File: src/rtl/shift_arbiter2.sv
`default_nettype none
// ============================================================================
// Module      : shift_arbiter2
// Description : Two-port valid/ready sequencer that time-shares one 32-bit
//               logical-left shift unit. One operation is in flight at a
//               time: IDLE (accept) -> SHIFT (compute) -> RESP (return).
//               Round-robin priority when both requesters are valid, and
//               per-port saturating completion counters.
// Revision    : 1.0 - initial release
// ============================================================================
module shift_arbiter2 #(
    parameter int RR_INIT = 0,   // port holding priority after reset (0 or 1)
    parameter int CNT_W   = 16   // width of the completion counters
) (
    input  logic             CLK,
    input  logic             RST,
    // port 0 request / response
    input  logic             ReqValid0,
    output logic             ReqReady0,
    input  logic [31:0]      ReqData0,
    input  logic [4:0]       ReqAmt0,
    output logic             RspValid0,
    input  logic             RspReady0,
    output logic [31:0]      RspData0,
    // port 1 request / response
    input  logic             ReqValid1,
    output logic             ReqReady1,
    input  logic [31:0]      ReqData1,
    input  logic [4:0]       ReqAmt1,
    output logic             RspValid1,
    input  logic             RspReady1,
    output logic [31:0]      RspData1,
    // status
    output logic             Busy,
    output logic [CNT_W-1:0] Count0,
    output logic [CNT_W-1:0] Count1
);

    // ------------------------------------------------------------------
    // Constants
    // ------------------------------------------------------------------
    localparam logic             c_rr_init = (RR_INIT != 0);
    localparam logic [CNT_W-1:0] c_cnt_one = CNT_W'(1);
    localparam logic [CNT_W-1:0] c_cnt_max = {CNT_W{1'b1}};

    typedef enum logic [1:0] {
        ST_IDLE  = 2'd0,
        ST_SHIFT = 2'd1,
        ST_RESP  = 2'd2
    } state_t;

    // ------------------------------------------------------------------
    // Registers
    // ------------------------------------------------------------------
    state_t             r_state;
    logic               r_ptr;        // port that wins a tie next time
    logic               r_owner;      // port owning the in-flight operation
    logic [31:0]        r_data;       // latched operand
    logic [4:0]         r_amt;        // latched shift amount
    logic               r_busy;
    logic               r_rsp_valid0;
    logic               r_rsp_valid1;
    logic [31:0]        r_rsp_data0;
    logic [31:0]        r_rsp_data1;
    logic [CNT_W-1:0]   r_cnt0;
    logic [CNT_W-1:0]   r_cnt1;

    // ------------------------------------------------------------------
    // Combinational signals
    // ------------------------------------------------------------------
    logic               w_idle;
    logic               w_grant0;
    logic               w_grant1;
    logic               w_rsp_fire;
    logic [31:0]        w_shift_res;

    // Stage k of the shifter holds the operand shifted by amt[k-1:0];
    // stage 0 is the latched operand itself.
    logic [31:0]        w_stage [0:5];

    // Arbitration only looks at the valids and the priority pointer, so the
    // ready outputs never depend on anything the requester derives from them.
    assign w_idle   = (r_state == ST_IDLE);
    assign w_grant0 = ReqValid0 && (!ReqValid1 || (r_ptr == 1'b0));
    assign w_grant1 = ReqValid1 && (!ReqValid0 || (r_ptr == 1'b1));

    assign ReqReady0 = w_idle && w_grant0;
    assign ReqReady1 = w_idle && w_grant1;

    // The non-owner's RspReady is deliberately ignored.
    assign w_rsp_fire = r_owner ? RspReady1 : RspReady0;

    // ------------------------------------------------------------------
    // Shift datapath: five-stage logarithmic left shifter driven only by
    // the latched operand/amount, so requester activity cannot disturb it.
    // Each stage conditionally shifts by 2**k with zero fill; bits pushed
    // past bit 31 fall off the top.
    // ------------------------------------------------------------------
    assign w_stage[0] = r_data;

    generate
        for (genvar gi = 0; gi < 5; gi++) begin : g_shift_stage
            assign w_stage[gi+1] = r_amt[gi] ? (w_stage[gi] << (2 ** gi))
                                             : w_stage[gi];
        end
    endgenerate

    assign w_shift_res = w_stage[5];

    // ------------------------------------------------------------------
    // Sequencer: accept, compute, respond; all outputs except the ready
    // pair are registered here.
    // ------------------------------------------------------------------
    always_ff @(posedge CLK) begin
        if (RST) begin
            r_state      <= ST_IDLE;
            r_ptr        <= c_rr_init;
            r_owner      <= 1'b0;
            r_data       <= 32'd0;
            r_amt        <= 5'd0;
            r_busy       <= 1'b0;
            r_rsp_valid0 <= 1'b0;
            r_rsp_valid1 <= 1'b0;
            r_rsp_data0  <= 32'd0;
            r_rsp_data1  <= 32'd0;
            r_cnt0       <= '0;
            r_cnt1       <= '0;
        end else begin
            case (r_state)
                ST_IDLE: begin
                    // A grant is a completed request handshake; latch the
                    // winning port's operands and hand priority to the other.
                    if (w_grant0 || w_grant1) begin
                        r_data  <= w_grant1 ? ReqData1 : ReqData0;
                        r_amt   <= w_grant1 ? ReqAmt1  : ReqAmt0;
                        r_owner <= w_grant1;
                        r_ptr   <= ~w_grant1;
                        r_busy  <= 1'b1;
                        r_state <= ST_SHIFT;
                    end
                end

                ST_SHIFT: begin
                    // Only the owner's result register is written; the other
                    // port keeps showing its last result.
                    if (r_owner) begin
                        r_rsp_data1  <= w_shift_res;
                        r_rsp_valid1 <= 1'b1;
                    end else begin
                        r_rsp_data0  <= w_shift_res;
                        r_rsp_valid0 <= 1'b1;
                    end
                    r_state <= ST_RESP;
                end

                ST_RESP: begin
                    // Hold the response until the owner takes it; count the
                    // completion without wrapping.
                    if (w_rsp_fire) begin
                        r_rsp_valid0 <= 1'b0;
                        r_rsp_valid1 <= 1'b0;
                        if (r_owner) begin
                            if (r_cnt1 != c_cnt_max) begin
                                r_cnt1 <= r_cnt1 + c_cnt_one;
                            end
                        end else begin
                            if (r_cnt0 != c_cnt_max) begin
                                r_cnt0 <= r_cnt0 + c_cnt_one;
                            end
                        end
                        r_busy  <= 1'b0;
                        r_state <= ST_IDLE;
                    end
                end

                default: begin
                    // Unreachable encoding: recover to a clean idle.
                    r_rsp_valid0 <= 1'b0;
                    r_rsp_valid1 <= 1'b0;
                    r_busy       <= 1'b0;
                    r_state      <= ST_IDLE;
                end
            endcase
        end
    end

    // ------------------------------------------------------------------
    // Output mapping
    // ------------------------------------------------------------------
    assign RspValid0 = r_rsp_valid0;
    assign RspValid1 = r_rsp_valid1;
    assign RspData0  = r_rsp_data0;
    assign RspData1  = r_rsp_data1;
    assign Busy      = r_busy;
    assign Count0    = r_cnt0;
    assign Count1    = r_cnt1;

endmodule
`default_nettype wire

File: config.mk
export PLATFORM = sky130hd
export DESIGN_NAME = shift_arbiter2
export DESIGN_NICKNAME = d
export VERILOG_FILES = /design/src/rtl/shift_arbiter2.sv
export SDC_FILE = /design/constraint.sdc
export NUM_CORES = 1
export LEC_CHECK = 0
export BUFFER_PORTS_ARGS = -buffer_cell sky130_fd_sc_hd__buf_2
export CORE_AREA = 2 2 144 146
export CTS_CLUSTER_SIZE = 16
export DETAILED_ROUTE_END_ITERATION = 16
export DIE_AREA = 0 0 146 148
export PLACE_DENSITY = 0.61
export SETUP_SLACK_MARGIN = 0.3
export SLEW_MARGIN = 20
export SYNTH_ARGS = -nofsm -noshare
export SYNTH_HDL_FRONTEND = slang
export SYNTH_SLANG_ARGS = --single-unit
File: constraint.sdc
create_clock -name CLK -period 3.8 [get_ports CLK]
set_clock_uncertainty 0.2 [all_clocks]
set_input_delay 0.38 -clock CLK [delete_from_list [all_inputs] [get_ports CLK]]
set_output_delay 0.38 -clock CLK [all_outputs]
set_load 0.03 [all_outputs]
==> results of run 1 <==
==> flip-flops by register name, summed over array words and instances (netlist names), 2 cells and up <==
name      cells
RspData0     32
RspData1     32
r_data       32
Count0       16
Count1       16
r_amt         5
r_state       2
==> area by class of cell <==
cell class / count / area, µm² / area share [%]
Clock buffer: 19 / 433 / 4.49
Clock inverter: 13 / 143 / 1.48
Sequential cell: 140 / 2810 / 29.1
Multi-Input combinational cell: 619 / 4680 / 48.5
Tap cell: 270 / 338 / 3.50
Timing Repair Buffer: 214 / 1210 / 12.6
Inverter: 10 / 37.5 / 0.389
==> worst max-delay path by stage <==
stage	cells after the start	slack, ns	to	startpoint
2_1_floorplan	6	1.65	Count1[13]	Count1[2]
3_3_place_gp	5	1.24	RspData1[27]	r_amt[0]
3_5_place_dp	5	1.18	RspData0[24]	r_amt[0]
4_1_cts	5	1.13	ReqReady1	r_ptr
5_1_grt	5	0.98	RspData1[24]	r_amt[0]
6_report	5	1.15	ReqReady1	r_ptr
==> per-layer routing <==
metal  wire length, µm  vias up
met4               560        0
met5                 0        -
met1             11200     3538
met2             10400      346
li1                  -     3519
met3              2080       39
==> critical path, stage by stage, from the launching register on <==
cell and delay [ns]:
dfxtp_1 0.38, o21ai_2 0.21, or3_1 0.41, inv_1 0.07
buf_4 0.31, buf_2 0.26
==> power breakdown <==
part           internal, W  switching [W]
Clock             0.000970       0.000687
Sequential         0.00155       0.000151
Combinational     0.000409       0.000546
Total              0.00293        0.00138
==> placed cells by master, fill, tap and decap left out, types with 18 or more instances in the layout <==
cell type,synthesis,final
dfxtp_1,140,137
nand3_1,18,18
mux4_2,39,39
a21oi_1,33,32
nor2_1,137,137
a222oi_1,29,29
mux2i_1,53,53
nand2_1,56,56
buf_2,11,179
a211oi_1,28,28
==> through the flow <==
step                instance area (µm²)  hold WS, ns
floorplan                          7930        0.275
global placement                   8900        0.240
detailed placement                 8900        0.246
CTS                                9650     0.000136
global route                       9650       0.0139
finish                             9650       0.0117
==> timing repair <==
item	CTS	global route
setup endpoints to repair	0	0
hold endpoints to repair	14	0
hold buffers	17	0
buffers inserted	0	0
==> cells by family (layout without fill, tap and decap cells) <==
kind of cell | after synthesis | in the layout | share of synthesized area (%)
buffers and inverters | 88 | 256 | 5.82
AO/OA/AOI/OAI | 183 | 183 | 17.2
flip-flops | 140 | 140 | 35.3
XOR/XNOR | 27 | 27 | 2.98
AND/OR/NAND/NOR | 303 | 303 | 18.3
adder cells (fa/ha/maj) | 2 | 2 | 0.315
multiplexers | 104 | 104 | 20.0
==> flow_summary_export.csv, run 1 <==
group,metric,value,unit
synthesis,ys_types,71,
global_route,grt_max_degree,63,
global_route,grtUsageTotal,22.1,%
synthesis,synthesis.nets,929,
min_path,hold-path-endpoint,"r_data[14]",
routing,post_drt_wl_per_cell,18.9,µm
placed_design,dp_slack,1.18,ns
min_path,worstHoldPathCells,3,
routing,remaining_drc_errors,0,
worst_setup_path,crit_arrival,2.07,ns
sta,finalCritPeriodShare,69.6,%
synthesis,synth-seq-area-share,35.3,%
min_path,hp-class,"primary input to flip-flop",
clocking,htree_levels,4,
synthesis,syn-cell-area,7930,µm²
synthesis,synth.most_common_cell,"dfxtp_1",
floorplan,core,20000,µm²
routing,drtIter0Drc,803,
placed_design,dp_hpwl,17000,µm
worst_setup_path,worstReg2RegStart,"r_amt[0]",
worst_setup_path,crit_path_start_kind,"flip-flop",
layout,n_antenna_cell,0,
global_route,grt_pass1_vias,6709,
routing,first_pass_iters,6,
global_route,antenna_found_initial,0,
sta,fin_ws,1.15,ns
pwr,p_leak,3.80,nW
worst_setup_path,reg2regPathDepth,5,
pwr,p_per_area,447,nW/µm²
min_path,min-delay-start,"ReqData1[14]",
run,drv_cap,0,
clocking,clk_pin_slew,0.06,ns
pwr,fin_total_pwr,0.00431,W
layout,layout-drive-gt1-share,29.2,%
global_route,grt_pass1_wl,38000,µm
clocking,cts-root-buf,"clkbuf_16",
clocking,cts.sinks,140,
floorplan,io_pins,181,
floorplan,die_height,148,µm
sta,rsz0062_at_grt,"false",
layout,fill_cells,1972,
worst_setup_path,cp.required,3.22,ns
layout,fin_nets,1084,
routing,avgViaCountPerCell,5.79,
synthesis,syn_area_per_cell,9.37,µm²
worst_setup_path,critical_path_peak_fanout,30,
global_route,use_met3,4.88,%
synthesis,netlist.top_cell.by_area,"dfxtp_1",
placed_design,numPortBuffers,180,
synthesis,yosys_register_bits,140,
clocking,cts_made_buffers,17,
worst_setup_path,rrSetupSlack,1.16,ns
sta,max_freq,378,MHz
synthesis,async_flop_share,0,%
layout,final_cells,1285,
clocking,insertion_delay,0.43,ns
worst_setup_path,r2r_end,"RspData1[16]",
synthesis,netlist.area_leader.share,35.3,%
floorplan,row_count,52,
floorplan,die_area,21600,µm²
worst_setup_path,path_class,"flip-flop to primary output",
synthesis,synth_common_cells,"dfxtp_1 (140), nor2_1 (137), nand2_1 (56), mux2i_1 (53), clkbuf_1 (46)",
sta,period_needed,2.65,ns
clocking,clockBufferDepth,2,
sta,tightest_slew,0.753,ns
global_route,grt_remaining_overflow,0,
synthesis,ys.flop_type,"dfxtp_1",
sta,drv_slew,0,
sta,final_hold_viol_count,0,
clocking,cts_tree,"yes",
placed_design,place.gp.congestion,0.885,
synthesis,yosys_warnings,0,
sta,setup-tns-final,0,ns
synthesis,synth_edf_count,0,
floorplan,initial_utilization,39.6,%
floorplan,chipWidth,146,µm
status,run_status,"finished clean",
global_route,grt_use_met1,32.7,%
routing,via_count,7442,
synthesis,synthTopCellsByArea,"dfxtp_1 (35%), mux4_2 (11%), mux2i_1 (6.7%), nor2_1 (6.5%), a222oi_1 (3.7%)",
placed_design,dp.cells,1236,
routing,final_antenna_net_count,0,
global_route,use_met2,31.4,%
sta,relSlewSlack,49.8,%
worst_setup_path,end_kind,"primary output",
global_route,busiest_layer,"met1",
layout,fin_util,48.2,%
pwr,ir_worst_vdd,0.000319,V
clocking,cts_resized,0,
layout,area_growth,21.6,%
sta,finalSetupViolCount,0,
synthesis,syn-instance-count,847,
routing,wl,24200,µm
No activity file was read; power rests on OpenSTA's default activity.
==> run 2, diff against run 1 <==
Settings changed: ABC_AREA set to 1, CORE_AREA 2 2 144 146 to 2 2 141 143, DIE_AREA 0 0 146 148 to 0 0 143 145, PLACE_DENSITY 0.61 to 0.63.
Clock period 3.8 ns to 2.4 ns, I/O delays scaled along.
==> flow_summary_export.csv, run 2 <==
group,metric,value,unit
layout,area_growth,34.5,%
sta,period_needed,2.03,ns
floorplan,die_height,145,µm
layout,final_cell_mix,"nand2_1 (296), nand3_1 (245), buf_2 (178), dfxtp_1 (136), inv_1 (91)",
sta,relSlewSlack,59.0,%
pwr,ir_worst_vdd,0.000510,V
routing,remaining_drc_errors,0,
layout,fin_nets,1454,
placed_design,place.gp.congestion,0.902,
run,drv_cap,0,
clocking,cts_made_buffers,17,
sta,finalSetupViolCount,0,
pwr,p_leak,4.73,nW
layout,fill_cells,1850,
global_route,grt_remaining_overflow,0,
synthesis,ys_types,36,
clocking,clockBufferDepth,2,
synthesis,async_flop_share,0,%
placed_design,place_area,8730,µm²
synthesis,yosys_warnings,0,
synthesis,ys.flop_type,"dfxtp_1",
status,run_status,"finished clean",
synthesis,synth_edf_count,0,
placed_design,dp_slack,0.321,ns
layout,multi_input_area,4140,µm²
placed_design,numPortBuffers,180,
placed_design,dp_hpwl,15900,µm
synthesis,synthesis.nets,1226,
floorplan,initial_utilization,39.5,%
worst_setup_path,crit_slowest_cell,"dfxtp_1",
min_path,hp-class,"primary input to flip-flop",
routing,via_count,8344,
floorplan,io_pins,181,
synthesis,synth_common_cells,"nand2_1 (297), nand3_1 (246), dfxtp_1 (140), inv_1 (93), a21oi_1 (64)",
routing,first_pass_iters,5,
sta,final_hold_viol_count,0,
layout,seq_area,2810,µm²
layout,stdcell_area,10200,µm²
clocking,insertion_delay,0.43,ns
global_route,grtUsageTotal,23.2,%
global_route,grt_max_degree,67,
sta,tightest_slew,0.611,ns
sta,hold_ws,0.0165,ns
sta,finalCritPeriodShare,84.5,%
sta,setup-tns-final,0,ns
pwr,fin_total_pwr,0.00709,W
synthesis,netlist.top_cell.by_area,"dfxtp_1",
worst_setup_path,crit_chain,"nor2_4 > nand3_2 > inv_2 > buf_12 > buf_4",
routing,drtIter0Drc,857,
routing,post_drt_wl_per_cell,14.7,µm
layout,final_common_cell,"nand2_1",
synthesis,syn_area_per_cell,6.63,µm²
synthesis,syn-instance-count,1144,
clocking,cts-root-buf,"clkbuf_16",
synthesis,netlist.area_leader.share,36.9,%
clocking,htree_levels,4,
synthesis,synthTopCellsByArea,"dfxtp_1 (37%), nand3_1 (16%), nand2_1 (15%), inv_1 (4.6%), a21oi_1 (4.2%)",
clocking,clk_pin_slew,0.06,ns
floorplan,row_count,51,
worst_setup_path,path_class,"flip-flop to primary output",
synthesis,synth-seq-area-share,36.9,%
sta,fin_ws,0.373,ns
synthesis,synth.most_common_cell,"nand2_1",
routing,wl,24300,µm
global_route,antenna_found_initial,0,
clocking,cts_tree,"yes",
worst_setup_path,end_kind,"primary output",
synthesis,syn-cell-area,7590,µm²
sta,drv_slew,0,
global_route,grt_pass1_wl,38900,µm
routing,final_antenna_net_count,0,
floorplan,die_area,20700,µm²
worst_setup_path,crit_arrival,1.59,ns
worst_setup_path,cp.required,1.96,ns
synthesis,yosys_register_bits,140,
floorplan,chipWidth,143,µm
layout,n_antenna_cell,0,
routing,avgViaCountPerCell,5.06,
sta,rsz0062_at_grt,"true",
pwr,p_per_area,694,nW/µm²
floorplan,core,19200,µm²
worst_setup_path,slowest_delay,0.34,ns
worst_setup_path,critical_path_peak_fanout,30,
layout,layout-drive-gt1-share,20.0,%
clocking,cts.sinks,140,
sta,max_freq,493,MHz
global_route,grt_pass1_vias,7675,
worst_setup_path,crit_path_start_kind,"flip-flop",
## run 2: worst paths after layout
kind,start,end,slack [ns],depth (start not counted)
hold reg to reg,Busy,Busy,0.26,2
setup / recovery,r_state[1],ReqReady0,0.37,5
hold / removal,ReqValid0,Busy,0.02,4
setup reg to reg,Count1[8],Count1[7],0.45,10
## run 2: final cells by class
| type | count | share of cell area, % |
|---|---|---|
| Timing Repair Buffer | 283 | 19.4 |
| Tap cell | 265 | 3.25 |
| Multi-Input combinational cell | 831 | 40.6 |
| Inverter | 99 | 3.68 |
| Clock buffer | 17 | 4.17 |
| Clock inverter | 15 | 1.48 |
| Sequential cell | 140 | 27.5 |
## run 2: logic make-up after synthesis
group,count (synthesis),share of synthesized area (%)
AOI/OAI and AO/OA,178,13.9
buffers and inverters,173,9.37
and+or+nand+nor,621,35.8
DFF,140,36.9
xor gates and xnor gates,22,2.54
adders and majority gates,2,0.330
muxes,8,1.19
## run 2: layer usage
layer | up-vias | track usage, % | part of all wire, %
li1 | 4264 | - | -
met1 | 3759 | 34.4 | 47
met2 | 286 | 34.5 | 45
met3 | 35 | 4.13 | 6.0
met4 | 0 | 5.99 | 1.9
met5 | - | 0 | 0
## run 2: worst max-delay path, delay by kind of cell (launching register included)
family	cells	cell delay, ns
flip-flops	1	0.34
buffers and inverters	3	0.49
AND/OR/NAND/NOR	2	0.32
## run 2: stage by stage
stage	util, %	cells
5_1_grt	53.1	1650
6_report	53.1	1650
4_1_cts	52.6	1645
2_1_floorplan	-	1144
3_5_place_dp	45.5	1538
3_3_place_gp	45.5	1538
## run 2: where the power goes
| part | switching (W) | leakage (nW) | internal (W) |
|---|---|---|---|
| clock | 0.00119 | 0.282 | 0.00138 |
| sequential | 0.000125 | 1.14 | 0.00250 |
| combinational | 0.00122 | 3.31 | 0.000666 |
| total | 0.00254 | 4.73 | 0.00455 |
## run 2: what timing repair did
action / CTS / global route
endpoints found under the setup margin: 14 / 33
pin swaps: 0 / 3
gates cloned: 0 / 1
buffers inserted: 0 / 4
hold endpoints to repair: 38 / 0
gates resized for setup: 9 / 14
hold buffers: 75 / 0
